### src/rtl/awgn_pkg.sv
// Shared Box-Muller output definitions: Q-format widths, sample pair type and
// the multiply / round-half-up / saturate helpers used by the output scaler.
package awgn_pkg;

  localparam int FW         = 17;  // f, unsigned Q3.14
  localparam int GW         = 16;  // g0/g1, signed Q1.15
  localparam int OW         = 16;  // output sample, signed Q4.11
  localparam int PW         = FW + GW + 1;
  localparam int FRAC_SHIFT = 18;

  typedef logic signed [PW-1:0] product_t;
  typedef logic signed [OW-1:0] sample_t;

  typedef struct packed {
    sample_t x0;
    sample_t x1;
  } sample_pair_t;

  typedef enum logic {PH_X0, PH_X1} phase_t;

  localparam logic signed [PW:0] SAT_MAX = (PW+1)'((1 <<< (OW-1)) - 1);
  localparam logic signed [PW:0] SAT_MIN = -SAT_MAX - 1;

  // f is unsigned, so it is zero-extended before the signed multiply.
  function automatic product_t mul_fg(input logic [FW-1:0] f,
                                      input logic signed [GW-1:0] g);
    product_t fe;
    product_t ge;
    fe = product_t'({1'b0, f});
    ge = product_t'(g);
    return fe * ge;
  endfunction

  // One guard bit above the product keeps the rounding add from wrapping.
  function automatic sample_t round_sat(input product_t p, input int shift);
    logic signed [PW:0] sum;
    logic signed [PW:0] r;
    sum = (PW+1)'(p) + ((PW+1)'(1) <<< (shift - 1));
    r   = sum >>> shift;
    if (r > SAT_MAX)      return sample_t'(SAT_MAX);
    else if (r < SAT_MIN) return sample_t'(SAT_MIN);
    else                  return sample_t'(r);
  endfunction

endpackage

### src/rtl/awgn_pair_fifo.sv
// Synchronous FIFO of {x0,x1} sample pairs with occupancy count.
// Write into an empty FIFO becomes visible the following cycle (no bypass).
module awgn_pair_fifo
  import awgn_pkg::*;
#(
  parameter int DEPTH = 4
) (
  input  logic                     clk,
  input  logic                     rst_n,
  input  logic                     wr_en,
  input  sample_pair_t             wr_data,
  input  logic                     rd_en,
  output sample_pair_t             rd_data,
  output logic [$clog2(DEPTH):0]   count
);

  localparam int AW = $clog2(DEPTH);
  localparam int CW = AW + 1;

  sample_pair_t  mem [DEPTH];
  logic [AW-1:0] wr_ptr;
  logic [AW-1:0] rd_ptr;
  logic          do_wr;
  logic          do_rd;

  assign do_rd   = rd_en && (count != '0);
  assign do_wr   = wr_en && ((count != CW'(DEPTH)) || do_rd);
  assign rd_data = mem[rd_ptr];

  // NOTE: the storage array has no reset; only pointers and count do, so it can map to plain RAM.
  always_ff @(posedge clk) begin
    if (do_wr) mem[wr_ptr] <= wr_data;
  end

  // NOTE: clocked state uses <= so every flop updates from pre-edge values.
  always_ff @(posedge clk or negedge rst_n) begin
    if (!rst_n) begin
      wr_ptr <= '0;
      rd_ptr <= '0;
      count  <= '0;
    end else begin
      if (do_wr) wr_ptr <= wr_ptr + AW'(1);
      if (do_rd) rd_ptr <= rd_ptr + AW'(1);
      case ({do_wr, do_rd})
        2'b10:   count <= count + CW'(1);
        2'b01:   count <= count - CW'(1);
        default: ;
      endcase
    end
  end

endmodule

### src/rtl/awgn_output_scaler.sv
// Final Box-Muller stage: x_i = round_sat(f * g_i), buffered as pairs and
// streamed out x0 then x1 under credit-based input flow control.
module awgn_output_scaler #(
  parameter int FRAC_SHIFT = awgn_pkg::FRAC_SHIFT,
  parameter int FIFO_DEPTH = 4
) (
  input  logic                              clk,
  input  logic                              rst_n,
  input  logic                              in_valid,
  output logic                              in_ready,
  input  logic [awgn_pkg::FW-1:0]           f,
  input  logic signed [awgn_pkg::GW-1:0]    g0,
  input  logic signed [awgn_pkg::GW-1:0]    g1,
  output logic                              out_valid,
  input  logic                              out_ready,
  output logic signed [awgn_pkg::OW-1:0]    out_data,
  output logic                              out_sel,
  output logic [31:0]                       smp_count
);

  import awgn_pkg::*;

  localparam int CW = $clog2(FIFO_DEPTH) + 1;

  logic                 s1_valid, s2_valid, s3_valid;
  logic [FW-1:0]        s1_f;
  logic signed [GW-1:0] s1_g0, s1_g1;
  product_t             s2_p0, s2_p1;
  sample_pair_t         s3_pair;
  sample_pair_t         head;
  logic [CW-1:0]        fifo_count;
  logic [CW-1:0]        inflight;
  phase_t               phase;
  logic [31:0]          sample_cnt;
  logic                 accept, deliver, pop;

  // Credits cover every pair already in the pipeline, so the FIFO cannot overflow
  // and out_ready never reaches in_ready combinationally.
  assign inflight = CW'(s1_valid) + CW'(s2_valid) + CW'(s3_valid);
  assign in_ready = (fifo_count + inflight) < CW'(FIFO_DEPTH);
  assign accept   = in_valid && in_ready;

  always_ff @(posedge clk or negedge rst_n) begin
    if (!rst_n) begin
      s1_valid <= 1'b0;
      s2_valid <= 1'b0;
      s3_valid <= 1'b0;
    end else begin
      s1_valid <= accept;
      s2_valid <= s1_valid;
      s3_valid <= s2_valid;
    end
  end

  always_ff @(posedge clk) begin
    if (accept) begin
      s1_f  <= f;
      s1_g0 <= g0;
      s1_g1 <= g1;
    end
    if (s1_valid) begin
      s2_p0 <= mul_fg(s1_f, s1_g0);
      s2_p1 <= mul_fg(s1_f, s1_g1);
    end
    if (s2_valid) begin
      s3_pair.x0 <= round_sat(s2_p0, FRAC_SHIFT);
      s3_pair.x1 <= round_sat(s2_p1, FRAC_SHIFT);
    end
  end

  awgn_pair_fifo #(.DEPTH(FIFO_DEPTH)) u_fifo (
    .clk     (clk),
    .rst_n   (rst_n),
    .wr_en   (s3_valid),
    .wr_data (s3_pair),
    .rd_en   (pop),
    .rd_data (head),
    .count   (fifo_count)
  );

  assign out_valid = (fifo_count != '0);
  assign out_sel   = (phase == PH_X1);
  assign out_data  = !out_valid ? '0 : ((phase == PH_X1) ? head.x1 : head.x0);
  assign deliver   = out_valid && out_ready;
  assign pop       = deliver && (phase == PH_X1);
  assign smp_count = sample_cnt;

  always_ff @(posedge clk or negedge rst_n) begin
    if (!rst_n) begin
      phase      <= PH_X0;
      sample_cnt <= '0;
    end else if (deliver) begin
      phase      <= (phase == PH_X0) ? PH_X1 : PH_X0;
      sample_cnt <= sample_cnt + 32'd1;
    end
  end

endmodule
### config.mk
export PLATFORM = sky130hd
export DESIGN_NAME = awgn_output_scaler
export DESIGN_NICKNAME = d
export VERILOG_FILES = /design/src/rtl/awgn_pkg.sv /design/src/rtl/awgn_pair_fifo.sv /design/src/rtl/awgn_output_scaler.sv
export SDC_FILE = /design/constraint.sdc
export NUM_CORES = 1
export LEC_CHECK = 0
export BUFFER_PORTS_ARGS = -buffer_cell sky130_fd_sc_hd__buf_2
export CAP_MARGIN = 15
export CORE_UTILIZATION = 39
export DETAILED_ROUTE_END_ITERATION = 8
export GPL_ROUTABILITY_DRIVEN = 0
export GPL_TIMING_DRIVEN = 0
export PLACE_DENSITY = 0.59
export SYNTH_ARGS = -nofsm -noshare
export SYNTH_HDL_FRONTEND = slang
export SYNTH_HIERARCHICAL = 1
export SYNTH_SLANG_ARGS = --single-unit
### constraint.sdc
create_clock -name clk -period 8.1 [get_ports clk]
set_input_delay 1.215 -clock clk [delete_from_list [all_inputs] [get_ports clk]]
set_output_delay 1.215 -clock clk [all_outputs]
set_load 0.02 [all_outputs]
==> flow_summary.json <==
{
  "ctsResizeCount": 0,
  "detail_route.first_pass.iterations": 7,
  "rows": 99,
  "violations": "design-rule violations",
  "start_util": 0.396,
  "fin_tns_setup_ps": 0,
  "post_drt_wl_per_cell_um": 19.0,
  "synth_seq_area_share": 0.288,
  "area_growth_pct": 10.2,
  "grt_max_degree": 44,
  "cp_data_arrival_time_ps": 7910,
  "io_pins": 104,
  "clk_pin_slew_ps": 60,
  "ant_nets": 0,
  "drv_slew": 0,
  "period_minus_slack_ps": 7620,
  "yosys_warnings": 6,
  "setup_viol": 0,
  "synth_nets": 3384,
  "drc": 5,
  "numClockSinks": 286,
  "synthArstFlopShare": 0.150,
  "rsz0062_at_grt": "false",
  "clockBufferDepth": 3,
  "final_cell_mix": "inv_1 (529), fa_1 (416), nand2_1 (332)",
  "post_cts_buffers": 0,
  "syn_inst": 2665,
  "fin_nets": 3526,
  "grt.overflow.total": 0,
  "ys_seq_elements": 286,
  "critPathLaunchType": "flop",
  "tightest_slew_ps": 1030,
  "syn_area_um2": 29000,
  "hpwl_mm": 57.2,
  "wl_mm": 71.9,
  "grt_use_total": 0.198,
  "dp_cells": 3730,
  "grt_pass1_wl_mm": 115,
  "timing.final.crit_share": 0.940,
  "crit_fanout": 10,
  "synth_edf_count": 243,
  "first_iter_violations": 1183,
  "hold_viol_final": 0,
  "cts_hold_buffers": 0,
  "final_common_cell": "inv_1",
  "syn_avg_cell_area_um2": 10.9,
  "fmax_mhz": 131,
  "layout-drive-gt1-share": 0.0679,
  "synth_ff_type": "edfxtp_1",
  "coreArea_um2": 73300,
  "clock_latency_ps": 570,
  "endpoint_kind": "flop",
  "fillCellCount": 6956,
  "design.die.area_um2": 75500,
  "die_y_um": 275,
  "htree_levels": 2,
  "worstSetupPathType": "reg -> reg",
  "die_w_um": 275,
  "slew_headroom": 0.309,
  "grt_pass1_vias": 20774,
  "port-buffer-count": 103,
  "maxCapViolCount": 0,
  "vias": 19118,
  "viasPerCell": 5.05,
  "cts_tree": "built",
  "stdcell_count": 3788,
  "status": "complete, but fails checks",
  "hold_class": "reg -> reg",
  "synth_cell_types": 68,
  "antenna_found_initial": 1,
  "cts_root_buf": "clkbuf_16",
  "whs_ps": 476,
  "clock_skew_ps": 32.9,
  "cp.required_ps": 8400,
  "cts-buffers-inserted": 34,
  "n_antenna_cell": 0
}
state kept, by name, summed over array words and instances (netlist names):
| name | count |
|---|---|
| s1_g1 | 16 |
| s2_p0 | 17 |
| out_sel | 1 |
| s2_p1 | 17 |
| u_fifo/mem | 128 |
| u_fifo/count | 3 |
| s1_g0 | 16 |
| s1_valid | 1 |
| s1_f | 17 |
| s3_valid | 1 |
| u_fifo/wr_ptr | 2 |
| s2_valid | 1 |
| smp_count | 32 |
| s3_pair | 32 |
| u_fifo/rd_ptr | 2 |
layer usage:
metal / routed length, um / global-route usage / share of wire / vias to the layer above
li1: - / - / - / 8688
met1: 31400 / 0.268 / 0.44 / 9674
met2: 33800 / 0.328 / 0.47 / 629
met3: 4360 / 0.0292 / 0.061 / 127
met4: 2360 / 0.0634 / 0.033 / 0
met5: 0 / 0 / 0 / -
worst paths after layout:
kind                          startpoint            end  slack, ps  depth (start not counted)
max reg2reg                      s1_f[1]      s2_p0[27]        480                         21
max                              s1_f[1]      s2_p0[27]        480                         21
max in group asynchronous          rst_n  smp_count[30]       6650                          1
min                        smp_count[31]  smp_count[31]        480                          1
min in group asynchronous          rst_n   smp_count[8]        820                          1
min reg2reg                smp_count[31]  smp_count[31]        480                          1
final cells by class:
class	instances	area (um2)	share of cell area
inverter	531	1990	0.0623
buffer	108	443	0.0139
clock inverter	17	273	0.00853
timing repair buffer	106	591	0.0185
tap	959	1200	0.0375
multi-input combinational	1740	18200	0.570
sequential	286	8370	0.262
clock buffer	41	877	0.0274
kinds of logic after synthesis:
| kind of cell | after synthesis | synth area share |
|---|---|---|
| AOI/OAI and AO/OA | 149 | 0.0354 |
| xor gates and xnor gates | 95 | 0.0287 |
| adders and majority gates | 666 | 0.395 |
| buffers and inverters | 639 | 0.0839 |
| DFF | 286 | 0.288 |
| muxes | 52 | 0.0357 |
| and+or+nand+nor | 778 | 0.133 |
worst max-delay path, stage by stage (launching register included):
cell and delay [ps]:
edfxtp_1 400, clkbuf_1 350, clkbuf_1 650, nand2_1 170, fa_1 530, fa_1 500, inv_1 70, fa_1 550
fa_1 450, fa_1 500, inv_1 50, fa_1 470, inv_1 50, ha_1 340, a21oi_1 180, nor2_1 70
o311ai_0 680, a41oi_1 380, a21o_1 290, and2_1 200, o41ai_1 350, xnor2_1 110
cell usage after synthesis (18+ instances only):
cell type,instances,area share
nor2_1,69,0.0089
nand2b_1,20,0.0043
dfrtp_1,43,0.037
nand3_1,24,0.0041
a21o_1,20,0.0052
and2_1,254,0.055
mux4_1,30,0.027
inv_1,529,0.068
nand2_1,332,0.043
o21ai_0,31,0.0053
mux2i_1,18,0.0062
fa_1,416,0.29
ha_1,250,0.11
edfxtp_1,243,0.25
xor2_1,36,0.011
clkbuf_1,95,0.012
a21oi_1,38,0.0066
and3_1,33,0.0071
xnor2_1,59,0.018
through the flow:
step / utilization / setup slack, ps / cell area [um2]
floorplan: - / 2060 / 29000
global placement: 0.419 / 624 / 30700
detailed placement: 0.420 / 617 / 30800
CTS: 0.436 / 548 / 32000
global route: 0.436 / 24.1 / 32000
finish: 0.436 / 483 / 32000
Power is not shown: default switching activity piles up to over one toggle a cycle in this logic, so the estimate is an artifact.
